File: src/rtl/trace_pkg.sv
// trace_pkg: shared definitions for the commit-trace capture block.
//   - record type codes (register write / memory store)
//   - record geometry (48-bit record, sent as 6 bytes)
//   - serializer state encoding
//   - pack_record(): builds one record from type, address and data
package trace_pkg;

    localparam logic [1:0] TYPE_REG = 2'b01;
    localparam logic [1:0] TYPE_MEM = 2'b10;

    localparam int RECORD_W     = 48;
    localparam int RECORD_BYTES = 6;

    typedef enum logic {
        SER_IDLE,
        SER_SEND
    } ser_state_t;

    // Record layout: [47:46] type, [45:44] reserved zero, [43:32] address,
    // [31:0] data. Register indices arrive zero-extended in addr.
    function automatic logic [RECORD_W-1:0] pack_record(
        input logic [1:0]  rec_type,
        input logic [11:0] addr,
        input logic [31:0] value
    );
        return {rec_type, 2'b00, addr, value};
    endfunction

endpackage

File: src/rtl/trace_fifo.sv
// trace_fifo: DEPTH x RECORD_W circular buffer with two ordered push ports
// and one pop port. push0 is always placed ahead of push1 in the same cycle.
// A pop in the same cycle frees a slot that this cycle's pushes may use.
//   clock, reset     : clock, asynchronous active-low reset
//   push0/data0      : first push request and record
//   push1/data1      : second push request and record
//   accept0/accept1  : the corresponding push fits and is written this cycle
//   pop              : remove the head entry (ignored when empty)
//   head             : record at the head of the buffer
//   empty            : no entries stored
//   level            : number of stored entries (0..DEPTH)
module trace_fifo
    import trace_pkg::*;
#(
    parameter int DEPTH = 16
) (
    input  logic                    clock,
    input  logic                    reset,
    input  logic                    push0,
    input  logic [RECORD_W-1:0]     data0,
    input  logic                    push1,
    input  logic [RECORD_W-1:0]     data1,
    output logic                    accept0,
    output logic                    accept1,
    input  logic                    pop,
    output logic [RECORD_W-1:0]     head,
    output logic                    empty,
    output logic [$clog2(DEPTH):0]  level
);

    localparam int AW = $clog2(DEPTH);
    localparam logic [AW+1:0] DEPTH_SLOTS = DEPTH[AW+1:0];

    logic [RECORD_W-1:0] mem [DEPTH];

    // Pointers carry one extra MSB so full and empty are distinguishable.
    logic [AW:0]   wr_ptr;
    logic [AW:0]   rd_ptr;
    logic [AW-1:0] wr_idx1;
    logic [AW+1:0] free_slots;
    logic [1:0]    push_cnt;
    logic          do_pop;

    assign level  = wr_ptr - rd_ptr;
    assign empty  = (wr_ptr == rd_ptr);
    assign do_pop = pop & ~empty;
    assign head   = mem[rd_ptr[AW-1:0]];

    // Slots available to this cycle's pushes, counting the slot a
    // simultaneous pop releases.
    assign free_slots = DEPTH_SLOTS - {1'b0, level} + {{(AW+1){1'b0}}, do_pop};

    assign accept0  = push0 & (free_slots != '0);
    assign accept1  = push1 & (free_slots > {{(AW+1){1'b0}}, accept0});
    assign wr_idx1  = wr_ptr[AW-1:0] + {{(AW-1){1'b0}}, accept0};
    assign push_cnt = {1'b0, accept0} + {1'b0, accept1};

    // NOTE: the storage array has no reset; entries are only read after
    // being written, and leaving it unreset lets it map onto RAM.
    always_ff @(posedge clock) begin
        if (accept0) mem[wr_ptr[AW-1:0]] <= data0;
        if (accept1) mem[wr_idx1]        <= data1;
    end

    // NOTE: flop state uses non-blocking assignments so every process reads
    // the pre-edge values regardless of evaluation order.
    always_ff @(posedge clock or negedge reset) begin
        if (!reset) begin
            wr_ptr <= '0;
            rd_ptr <= '0;
        end else begin
            wr_ptr <= wr_ptr + {{(AW-1){1'b0}}, push_cnt};
            rd_ptr <= rd_ptr + {{AW{1'b0}}, do_pop};
        end
    end

endmodule

File: src/rtl/commit_trace.sv
// commit_trace: captures regfile writes and dmem stores as 48-bit records,
// buffers them, and streams them out MSB byte first over valid/ready.
//   clock, reset          : processor clock, asynchronous active-low reset
//   trace_en              : enables capture (serializer drains regardless)
//   ctrl_writeEnable      : regfile write strobe
//   ctrl_writeReg         : regfile destination index
//   data_writeReg         : regfile write data
//   wren                  : dmem write strobe
//   address_dmem, data    : dmem store address and data
//   tx_data, tx_valid     : outgoing byte and its valid flag
//   tx_ready              : consumer accepts the byte this cycle
//   fifo_level            : buffered records (excludes the one being sent)
//   overflow              : sticky, at least one record was dropped
//   drop_count            : dropped records, saturating at 16'hFFFF
//   clear_overflow        : synchronous clear of overflow and drop_count
module commit_trace
    import trace_pkg::*;
#(
    parameter int DEPTH    = 16,
    parameter bit TRACE_R0 = 1'b0
) (
    input  logic                    clock,
    input  logic                    reset,
    input  logic                    trace_en,
    input  logic                    ctrl_writeEnable,
    input  logic [4:0]              ctrl_writeReg,
    input  logic [31:0]             data_writeReg,
    input  logic                    wren,
    input  logic [11:0]             address_dmem,
    input  logic [31:0]             data,
    output logic [7:0]              tx_data,
    output logic                    tx_valid,
    input  logic                    tx_ready,
    output logic [$clog2(DEPTH):0]  fifo_level,
    output logic                    overflow,
    output logic [15:0]             drop_count,
    input  logic                    clear_overflow
);

    localparam logic [2:0] LAST_BYTE = 3'(RECORD_BYTES - 1);

    logic                reg_event;
    logic                mem_event;
    logic [RECORD_W-1:0] reg_record;
    logic [RECORD_W-1:0] mem_record;
    logic                reg_accept;
    logic                mem_accept;
    logic                fifo_pop;
    logic                fifo_empty;
    logic [RECORD_W-1:0] fifo_head;

    logic [1:0]          drop_n;
    logic [15:0]         drop_base;
    logic [16:0]         drop_sum;

    ser_state_t          state;
    ser_state_t          next_state;
    logic [RECORD_W-1:0] shift_reg;
    logic [2:0]          byte_idx;
    logic                load;
    logic                advance;

    // Writes to r0 are architecturally invisible; they are skipped unless
    // TRACE_R0 asks for them, and skipping them is not a drop.
    assign reg_event = trace_en & ctrl_writeEnable &
                       (TRACE_R0 | (ctrl_writeReg != 5'd0));
    assign mem_event = trace_en & wren;

    assign reg_record = pack_record(TYPE_REG, {7'd0, ctrl_writeReg}, data_writeReg);
    assign mem_record = pack_record(TYPE_MEM, address_dmem, data);

    // Register record goes on push0 so it lands ahead of a same-cycle store
    // and is the one kept when only a single slot is free.
    trace_fifo #(
        .DEPTH (DEPTH)
    ) u_fifo (
        .clock   (clock),
        .reset   (reset),
        .push0   (reg_event),
        .data0   (reg_record),
        .push1   (mem_event),
        .data1   (mem_record),
        .accept0 (reg_accept),
        .accept1 (mem_accept),
        .pop     (fifo_pop),
        .head    (fifo_head),
        .empty   (fifo_empty),
        .level   (fifo_level)
    );

    // ---------------------------------------------------------------
    // Drop accounting. A drop in the same cycle as clear_overflow wins:
    // the count restarts from zero and then takes this cycle's drops.
    // ---------------------------------------------------------------
    assign drop_n    = {1'b0, reg_event & ~reg_accept} + {1'b0, mem_event & ~mem_accept};
    assign drop_base = clear_overflow ? 16'h0000 : drop_count;
    assign drop_sum  = {1'b0, drop_base} + {15'd0, drop_n};

    always_ff @(posedge clock or negedge reset) begin
        if (!reset) begin
            overflow   <= 1'b0;
            drop_count <= 16'h0000;
        end else if (drop_n != 2'd0) begin
            overflow   <= 1'b1;
            drop_count <= drop_sum[16] ? 16'hFFFF : drop_sum[15:0];
        end else if (clear_overflow) begin
            overflow   <= 1'b0;
            drop_count <= 16'h0000;
        end
    end

    // ---------------------------------------------------------------
    // Serializer. Loading pops the FIFO head into the shift register;
    // the last byte's handshake reloads directly so records run
    // back-to-back without an idle cycle.
    // ---------------------------------------------------------------
    always_ff @(posedge clock or negedge reset) begin
        if (!reset) begin
            state <= SER_IDLE;
        end else begin
            state <= next_state;
        end
    end

    // NOTE: every output of this block gets a default first, so no path
    // through the case leaves a signal unassigned and no latch is inferred.
    always_comb begin
        next_state = state;
        fifo_pop   = 1'b0;
        load       = 1'b0;
        advance    = 1'b0;
        tx_valid   = 1'b0;
        tx_data    = 8'h00;
        case (state)
            SER_IDLE: begin
                if (!fifo_empty) begin
                    fifo_pop   = 1'b1;
                    load       = 1'b1;
                    next_state = SER_SEND;
                end
            end
            SER_SEND: begin
                tx_valid = 1'b1;
                tx_data  = shift_reg[RECORD_W-1 -: 8];
                if (tx_ready) begin
                    if (byte_idx == LAST_BYTE) begin
                        if (!fifo_empty) begin
                            fifo_pop = 1'b1;
                            load     = 1'b1;
                        end else begin
                            next_state = SER_IDLE;
                        end
                    end else begin
                        advance = 1'b1;
                    end
                end
            end
            default: next_state = SER_IDLE;
        endcase
    end

    always_ff @(posedge clock or negedge reset) begin
        if (!reset) begin
            shift_reg <= '0;
            byte_idx  <= '0;
        end else if (load) begin
            shift_reg <= fifo_head;
            byte_idx  <= '0;
        end else if (advance) begin
            shift_reg <= {shift_reg[RECORD_W-9:0], 8'h00};
            byte_idx  <= byte_idx + 3'd1;
        end
    end

endmodule
File: config.mk
export PLATFORM = sky130hd
export DESIGN_NAME = commit_trace
export DESIGN_NICKNAME = d
export VERILOG_FILES = /design/src/rtl/trace_pkg.sv /design/src/rtl/trace_fifo.sv /design/src/rtl/commit_trace.sv
export SDC_FILE = /design/constraint.sdc
export NUM_CORES = 1
export LEC_CHECK = 0
export BUFFER_PORTS_ARGS = -buffer_cell sky130_fd_sc_hd__buf_2
export CAP_MARGIN = 20
export CORE_MARGIN = 3
export CORE_UTILIZATION = 55
export CTS_CLUSTER_SIZE = 24
export DETAILED_ROUTE_END_ITERATION = 12
export GPL_TIMING_DRIVEN = 0
export PLACE_DENSITY_LB_ADDON = 0.08
export REMOVE_ABC_BUFFERS = 1
export SKIP_LAST_GASP = 1
export SLEW_MARGIN = 40
export SYNTH_ARGS = -nofsm -noshare
export SYNTH_HDL_FRONTEND = slang
export SYNTH_HIERARCHICAL = 1
export SYNTH_SLANG_ARGS = --single-unit
File: constraint.sdc
create_clock -name clock -period 10.3 [get_ports clock]
set_clock_uncertainty 0.1 [all_clocks]
set_input_delay 1.545 -clock clock [delete_from_list [all_inputs] [get_ports clock]]
set_output_delay 1.545 -clock clock [all_outputs]
set_load 0.05 [all_outputs]
* Word level (Yosys, flattened, before mapping)
Memories as Yosys holds them, arrays and structs flattened.
Cells that the tools add are included.
Widths: inputs -> output; s select.
** Word-level totals
- Memories kept :: 1
- Output and inout bits :: 31
- ROM bits :: 0
- Word-level logic and storage cells :: 63
- Register bits after elaboration :: 79
- Memory bits (writable) :: 736
- Bits in latches :: 0
** Memories
- u_fifo.mem :: words 16, bits a word 46, rd ports 1, clocked after Yosys merged registers in 0, wr ports 2, line trace_fifo.sv:34 : logic [RECORD_W-1:0] mem [DEPTH];
** Operators by class
- Bitwise logic cells :: 12
- Order comparisons :: 1
- $mul :: 0
- Divide/modulo/power cells :: 0
- Reductions and logical operators :: 5
- Mux-type cells :: 25
- Shifts and indexed selects :: 0
- Equal/unequal tests :: 2
- Add/subtract/negate cells :: 10
** Operators by type and width (count)
- $mux 48 :: 2
- $mux 16 :: 3
- $add 16x2->17 :: 1
- $mux 1 :: 15
- $and 1x1->1 :: 8
- $mux 8 :: 1
- $add 6x1->6 :: 1
- $gt 6x1->1 :: 1
- $mux 3 :: 2
- $reduce_bool 2->1 :: 3
- $reduce_bool 6->1 :: 1
- $sub 5x5->6 const A :: 1
- $add 5x1->5 :: 1
- $add 5x2->5 :: 1
- $eq 5x5->1 :: 1
- $reduce_bool 5->1 :: 1
- $sub 5x5->5 :: 1
- $add 1x1->2 :: 2
- $add 4x1->4 :: 1
- $not 1->1 :: 4
- $pmux 1 s2 :: 2
- $add 3x1->3 const B :: 1
- $eq 3x3->1 const B :: 1

* Logic depth before layout (Yosys ltp)
- Depth after elaboration :: 17
- Depth in mapped cells :: 35

* Cells and area by module
The synthesis kept the hierarchy.
** By module, submodules not included
- trace_fifo :: area each 39689.3 um^2, cells each 2148, times used 1
- commit_trace :: area each 3445.8 um^2, cells each 325, times used 1

* Worst setup path after synthesis
No wires, ideal clock.
- Path type :: flip-flop to flip-flop
- Start :: register u_fifo.rd_ptr[2]
- End :: memory u_fifo/mem[2][0] (netlist bit), enable pin
- Buffers on the path :: 4
- Arrival time :: 8244 ps
- Required time :: 9614 ps
- Path slack :: 1371 ps
- Cell stages (with the launch flop) :: 17
- Cells stage by stage :: dfrtp_1 clkinv_1 buf_2 clkbuf_1 ha_1 nand4_1 nor2_1 a21oi_2 buf_2 buf_2 or2_2 ha_1 nand3b_1 nand2_1 a2bb2oi_1 o21ai_1 o41ai_1
** RTL lines
- start: declaration :: line trace_fifo.sv:38 : logic [AW:0] rd_ptr;
- start signal: assignment :: line trace_fifo.sv:73 : rd_ptr <= rd_ptr + {{AW{1'b0}}, do_pop};
- end: declaration :: line trace_fifo.sv:34

==> impl_metrics.json <==
{
  "io_buffer_count": 118,
  "placement.setup.worst_slack_ps": 2720,
  "min_period_over_period_pct": 74.5,
  "drc_errors": 0,
  "final.fill_count": 5633,
  "power_switching_uw": 3660,
  "cp_data_required_time_ps": 10540,
  "cell_count_of_the_worst_reg_to_reg_path": 26,
  "globalRoute.totalOverflow": 0,
  "first_iter_violations": 2679,
  "sequentialPowerShare_pct": 37.9,
  "start_util_pct": 55.6,
  "fp.dieArea_sq_mm": 0.0818,
  "synthesized_netlist_cell_count": 2473,
  "number_of_enable_type_register_cells_in_the_synthesized_netlist": 768,
  "min_from": "shift_reg[41]",
  "finalSetupViolations": 0,
  "data_arrival_time_of_the_critical_path_ps": 7910,
  "p_leak_uw": 0.0182,
  "postCtsHoldBufs": 0,
  "tritoncts.num_buffers": 93,
  "nNetsFinal": 2918,
  "htreeDepth": 3,
  "worstPathMaxFanout": 23,
  "post_cts.resized_instances": 0,
  "cts_buffer_depth": 3,
  "synthFlopType": "sky130_fd_sc_hd__edfxtp_1",
  "grt_util_all_layers_pct": 29.6,
  "die_h_um": 286,
  "globalRoute.busiestLayer": "met2",
  "num_io_pins": 119,
  "setup.worst_path.class": "reg -> reg",
  "rrSetupSlack_ps": 2630,
  "synthDistinctLibCells": 74,
  "design_power_total_uw": 11800,
  "status": "completed",
  "cellInternalPower_uw": 8110,
  "critical_path_endpoint_category": "register",
  "timing.rr.start": "u_fifo/rd_ptr[2]",
  "peakVddDrop_mv": 0.202,
  "finish.cell_count_without_fillers": 3934,
  "hold_violations": 0,
  "async_flop_share_pct": 9.33,
  "groute.layer.met1.usage_pct": 40.7,
  "pwr_per_cell_area_mw_per_mm2": 235,
  "dr.pass1.iters": 5,
  "layout-drive-gt1-share_pct": 53.1,
  "worst_setup_hold_path_clk_slew_ps": 60,
  "r2r_end": "u_fifo/mem[8][9]",
  "seq_area_frac_synth_pct": 58.0,
  "synth_area_per_cell_sq_um": 17.4,
  "postSynthRegisterBits": 847,
  "number_of_global_route_vias_before_repair": 26000,
  "design.core.area_sq_mm": 0.0776,
  "grt_pass1_wl_um": 176000,
  "max_reg_flops": 768,
  "worst_hold_path_type": "reg -> reg",
  "p_comb_share_pct": 34.0,
  "drt_wl_total_um": 120000,
  "max_cap_violations": 0,
  "worst_hold_path.num_cells": 1,
  "rsz0062_at_grt": "false",
  "detailed_place_hpwl_um": 84800,
  "timing.hold.worst_endpoint": "shift_reg[41]",
  "clk_latency_ps": 650,
  "start_kind": "register",
  "finalMaxSlewViolations": 0,
  "post_cts_repair_timing_setup_buffer_count": 0,
  "synthesis.area_sq_mm": 0.0431,
  "die_w_um": 286,
  "tritoncts_clock_tree": "built",
  "post_dr_vias_cell": 6.37,
  "power_switching_share_pct": 31.1,
  "use_met3_pct": 4.75,
  "slew-limit-headroom_pct": 43.9,
  "final_period_demand_of_the_worst_path_ps": 7670,
  "antenna_found_initial": 10,
  "routed-via-count": 25100,
  "yosys_warnings": 6,
  "area_growth_synth_to_finish_pct": 16.0,
  "routedWlPerCell_um": 30.5,
  "fmax_achieved_ghz": 0.130,
  "power.share.clock_pct": 28.1,
  "setup_ws_ps": 2630,
  "grt_max_degree": 50,
  "final_weighted_congestion_in_routability_driven_placement": 0.748,
  "dp_cells": 3755,
  "tritoncts_num_sinks": 847,
  "ctsRootBufferMaster": "sky130_fd_sc_hd__clkbuf_16",
  "std_cell_rows": 102,
  "global_route.usage.met2_pct": 49.0,
  "drt.antenna.violating_nets": 0,
  "area.sequential_sq_mm": 0.0251,
  "multiInputGateArea_sq_mm": 0.0173,
  "layout.core_utilization_pct": 64.5,
  "max_slew.worst_pin.slew_ps": 833
}
worst max-delay path: stages, from the launching register on:
cell and delay [ps]:
sky130_fd_sc_hd__dfrtp_1 470, sky130_fd_sc_hd__clkinv_4 400, sky130_fd_sc_hd__ha_1 580, sky130_fd_sc_hd__nand4_1 140, sky130_fd_sc_hd__nor2_1 250, sky130_fd_sc_hd__a21oi_4 140, sky130_fd_sc_hd__buf_8 230, sky130_fd_sc_hd__or2_2 310
sky130_fd_sc_hd__ha_1 210, sky130_fd_sc_hd__or2_1 260, sky130_fd_sc_hd__nand2_1 70, sky130_fd_sc_hd__a2bb2oi_1 100, sky130_fd_sc_hd__o21ai_4 440, sky130_fd_sc_hd__inv_1 160, sky130_fd_sc_hd__ha_1 260, sky130_fd_sc_hd__ha_1 290
sky130_fd_sc_hd__nand2b_1 200, sky130_fd_sc_hd__nor3_1 520, sky130_fd_sc_hd__nand3_4 430, sky130_fd_sc_hd__buf_12 330, sky130_fd_sc_hd__o41ai_2 150, sky130_fd_sc_hd__buf_2 320, sky130_fd_sc_hd__buf_4 170, sky130_fd_sc_hd__buf_2 190
sky130_fd_sc_hd__buf_2 190, sky130_fd_sc_hd__buf_2 190, sky130_fd_sc_hd__buf_2 210
cell type report:
cell class | instances | share of cell area, %
inverter | 26 | 0.205
antenna | 7 | 0.0350
sequential | 847 | 50.1
tap | 1040 | 2.60
multi-input combinational | 1444 | 34.5
clock buffer | 143 | 5.39
timing repair buffer | 398 | 6.59
clock inverter | 29 | 0.648
power groups by stage:
stage	clock network (uW)	registers, uW	logic, uW
after floorplan	0	4780	2710
after CTS	3350	4470	4020
final	3300	4470	4010
after detailed placement	0	4530	4010
after global routing	3500	4500	4220
after global placement	0	5100	3790
metal layers:
layer	part of all wire [%]	up-vias	wire length, um
met3	7.1	247	8580
li1	-	10500	-
met2	50	1025	59500
met1	40	13300	48200
met4	3.1	4	3680
met5	0.028	-	34
cell families (layout without fill, tap and decap cells):
logic type	after synthesis	count (layout)	share of synthesized area, %
AO/OA/AOI/OAI	133	133	2.35
XOR/XNOR	22	22	0.516
adder cells (fa/ha/maj)	20	20	0.632
buffers and inverters	285	596	3.41
flip-flops	847	847	58.0
multiplexers	1017	1017	32.9
other	2	112	0.0174
AND/OR/NAND/NOR	147	147	2.16
cells in the mapped netlist (7+ instances only):
master	count	share of area [%]
sky130_fd_sc_hd__o41ai_1	7	0.14
sky130_fd_sc_hd__nand2_1	39	0.34
sky130_fd_sc_hd__mux4_2	240	13
sky130_fd_sc_hd__a22o_1	34	0.69
sky130_fd_sc_hd__mux2i_1	9	0.21
sky130_fd_sc_hd__mux2_2	695	18
sky130_fd_sc_hd__clkbuf_1	144	1.3
sky130_fd_sc_hd__buf_1	15	0.13
sky130_fd_sc_hd__and2_1	9	0.13
sky130_fd_sc_hd__dfrtp_1	79	4.6
sky130_fd_sc_hd__a21o_1	35	0.61
sky130_fd_sc_hd__nand2b_1	9	0.13
sky130_fd_sc_hd__o31ai_1	9	0.16
sky130_fd_sc_hd__ha_1	17	0.49
sky130_fd_sc_hd__buf_2	36	0.42
sky130_fd_sc_hd__buf_6	23	0.60
sky130_fd_sc_hd__inv_1	25	0.22
sky130_fd_sc_hd__mux2_4	9	0.31
sky130_fd_sc_hd__nor2_1	17	0.15
sky130_fd_sc_hd__o21ai_0	23	0.27
sky130_fd_sc_hd__nand4_1	10	0.15
sky130_fd_sc_hd__nand3_4	7	0.28
sky130_fd_sc_hd__buf_4	37	0.64
sky130_fd_sc_hd__edfxtp_1	768	53
sky130_fd_sc_hd__nand3_1	13	0.15
sky130_fd_sc_hd__xnor2_1	12	0.24
sky130_fd_sc_hd__mux2_1	64	1.7
worst max-delay path by stage:
stage,from,end,slack (ps),cells after the start
after global placement,u_fifo/rd_ptr[0],u_fifo/mem[7][15],-25560,14
after floorplan,u_fifo/rd_ptr[0],u_fifo/mem[7][0],-6560,14
after detailed placement,u_fifo/rd_ptr[2],u_fifo/mem[8][11],2720,26
after global routing,u_fifo/rd_ptr[2],u_fifo/mem[8][12],2330,26
after CTS,u_fifo/rd_ptr[2],u_fifo/mem[8][9],2630,26
final,u_fifo/rd_ptr[2],u_fifo/mem[8][9],2630,26
cells in the final DEF, fill, tap and decap left out, types with 10 or more instances in the layout:
cell type,netlist,layout
sky130_fd_sc_hd__mux4_2,240,240
sky130_fd_sc_hd__inv_1,25,25
sky130_fd_sc_hd__buf_4,37,92
sky130_fd_sc_hd__a21o_1,35,35
sky130_fd_sc_hd__nand4_1,10,10
sky130_fd_sc_hd__clkbuf_1,144,33
sky130_fd_sc_hd__mux2_2,695,695
sky130_fd_sc_hd__clkbuf_8,0,16
sky130_fd_sc_hd__xnor2_1,12,12
sky130_fd_sc_hd__buf_6,23,24
sky130_fd_sc_hd__a22o_1,34,34
sky130_fd_sc_hd__ha_1,17,17
sky130_fd_sc_hd__clkinv_2,0,15
sky130_fd_sc_hd__edfxtp_1,768,768
sky130_fd_sc_hd__buf_8,1,12
sky130_fd_sc_hd__nand3_1,13,12
sky130_fd_sc_hd__nand2_1,39,39
sky130_fd_sc_hd__mux2_1,64,64
sky130_fd_sc_hd__o21ai_0,23,22
sky130_fd_sc_hd__dfrtp_1,79,76
sky130_fd_sc_hd__clkbuf_16,0,94
sky130_fd_sc_hd__conb_1,2,105
sky130_fd_sc_hd__nor2_1,17,17
sky130_fd_sc_hd__buf_12,2,40
sky130_fd_sc_hd__buf_2,36,221
through the flow:
stage                     hold WS [ps]  area, sq um  TNS [ps]
after floorplan                    341        42100  -7429960
after global placement             351        44000         -
after detailed placement           363        47000         0
after CTS                          376        50000         0
after global routing               398        50000         0
final                              372        50000         0
No activity file was read; power rests on OpenSTA's default activity.
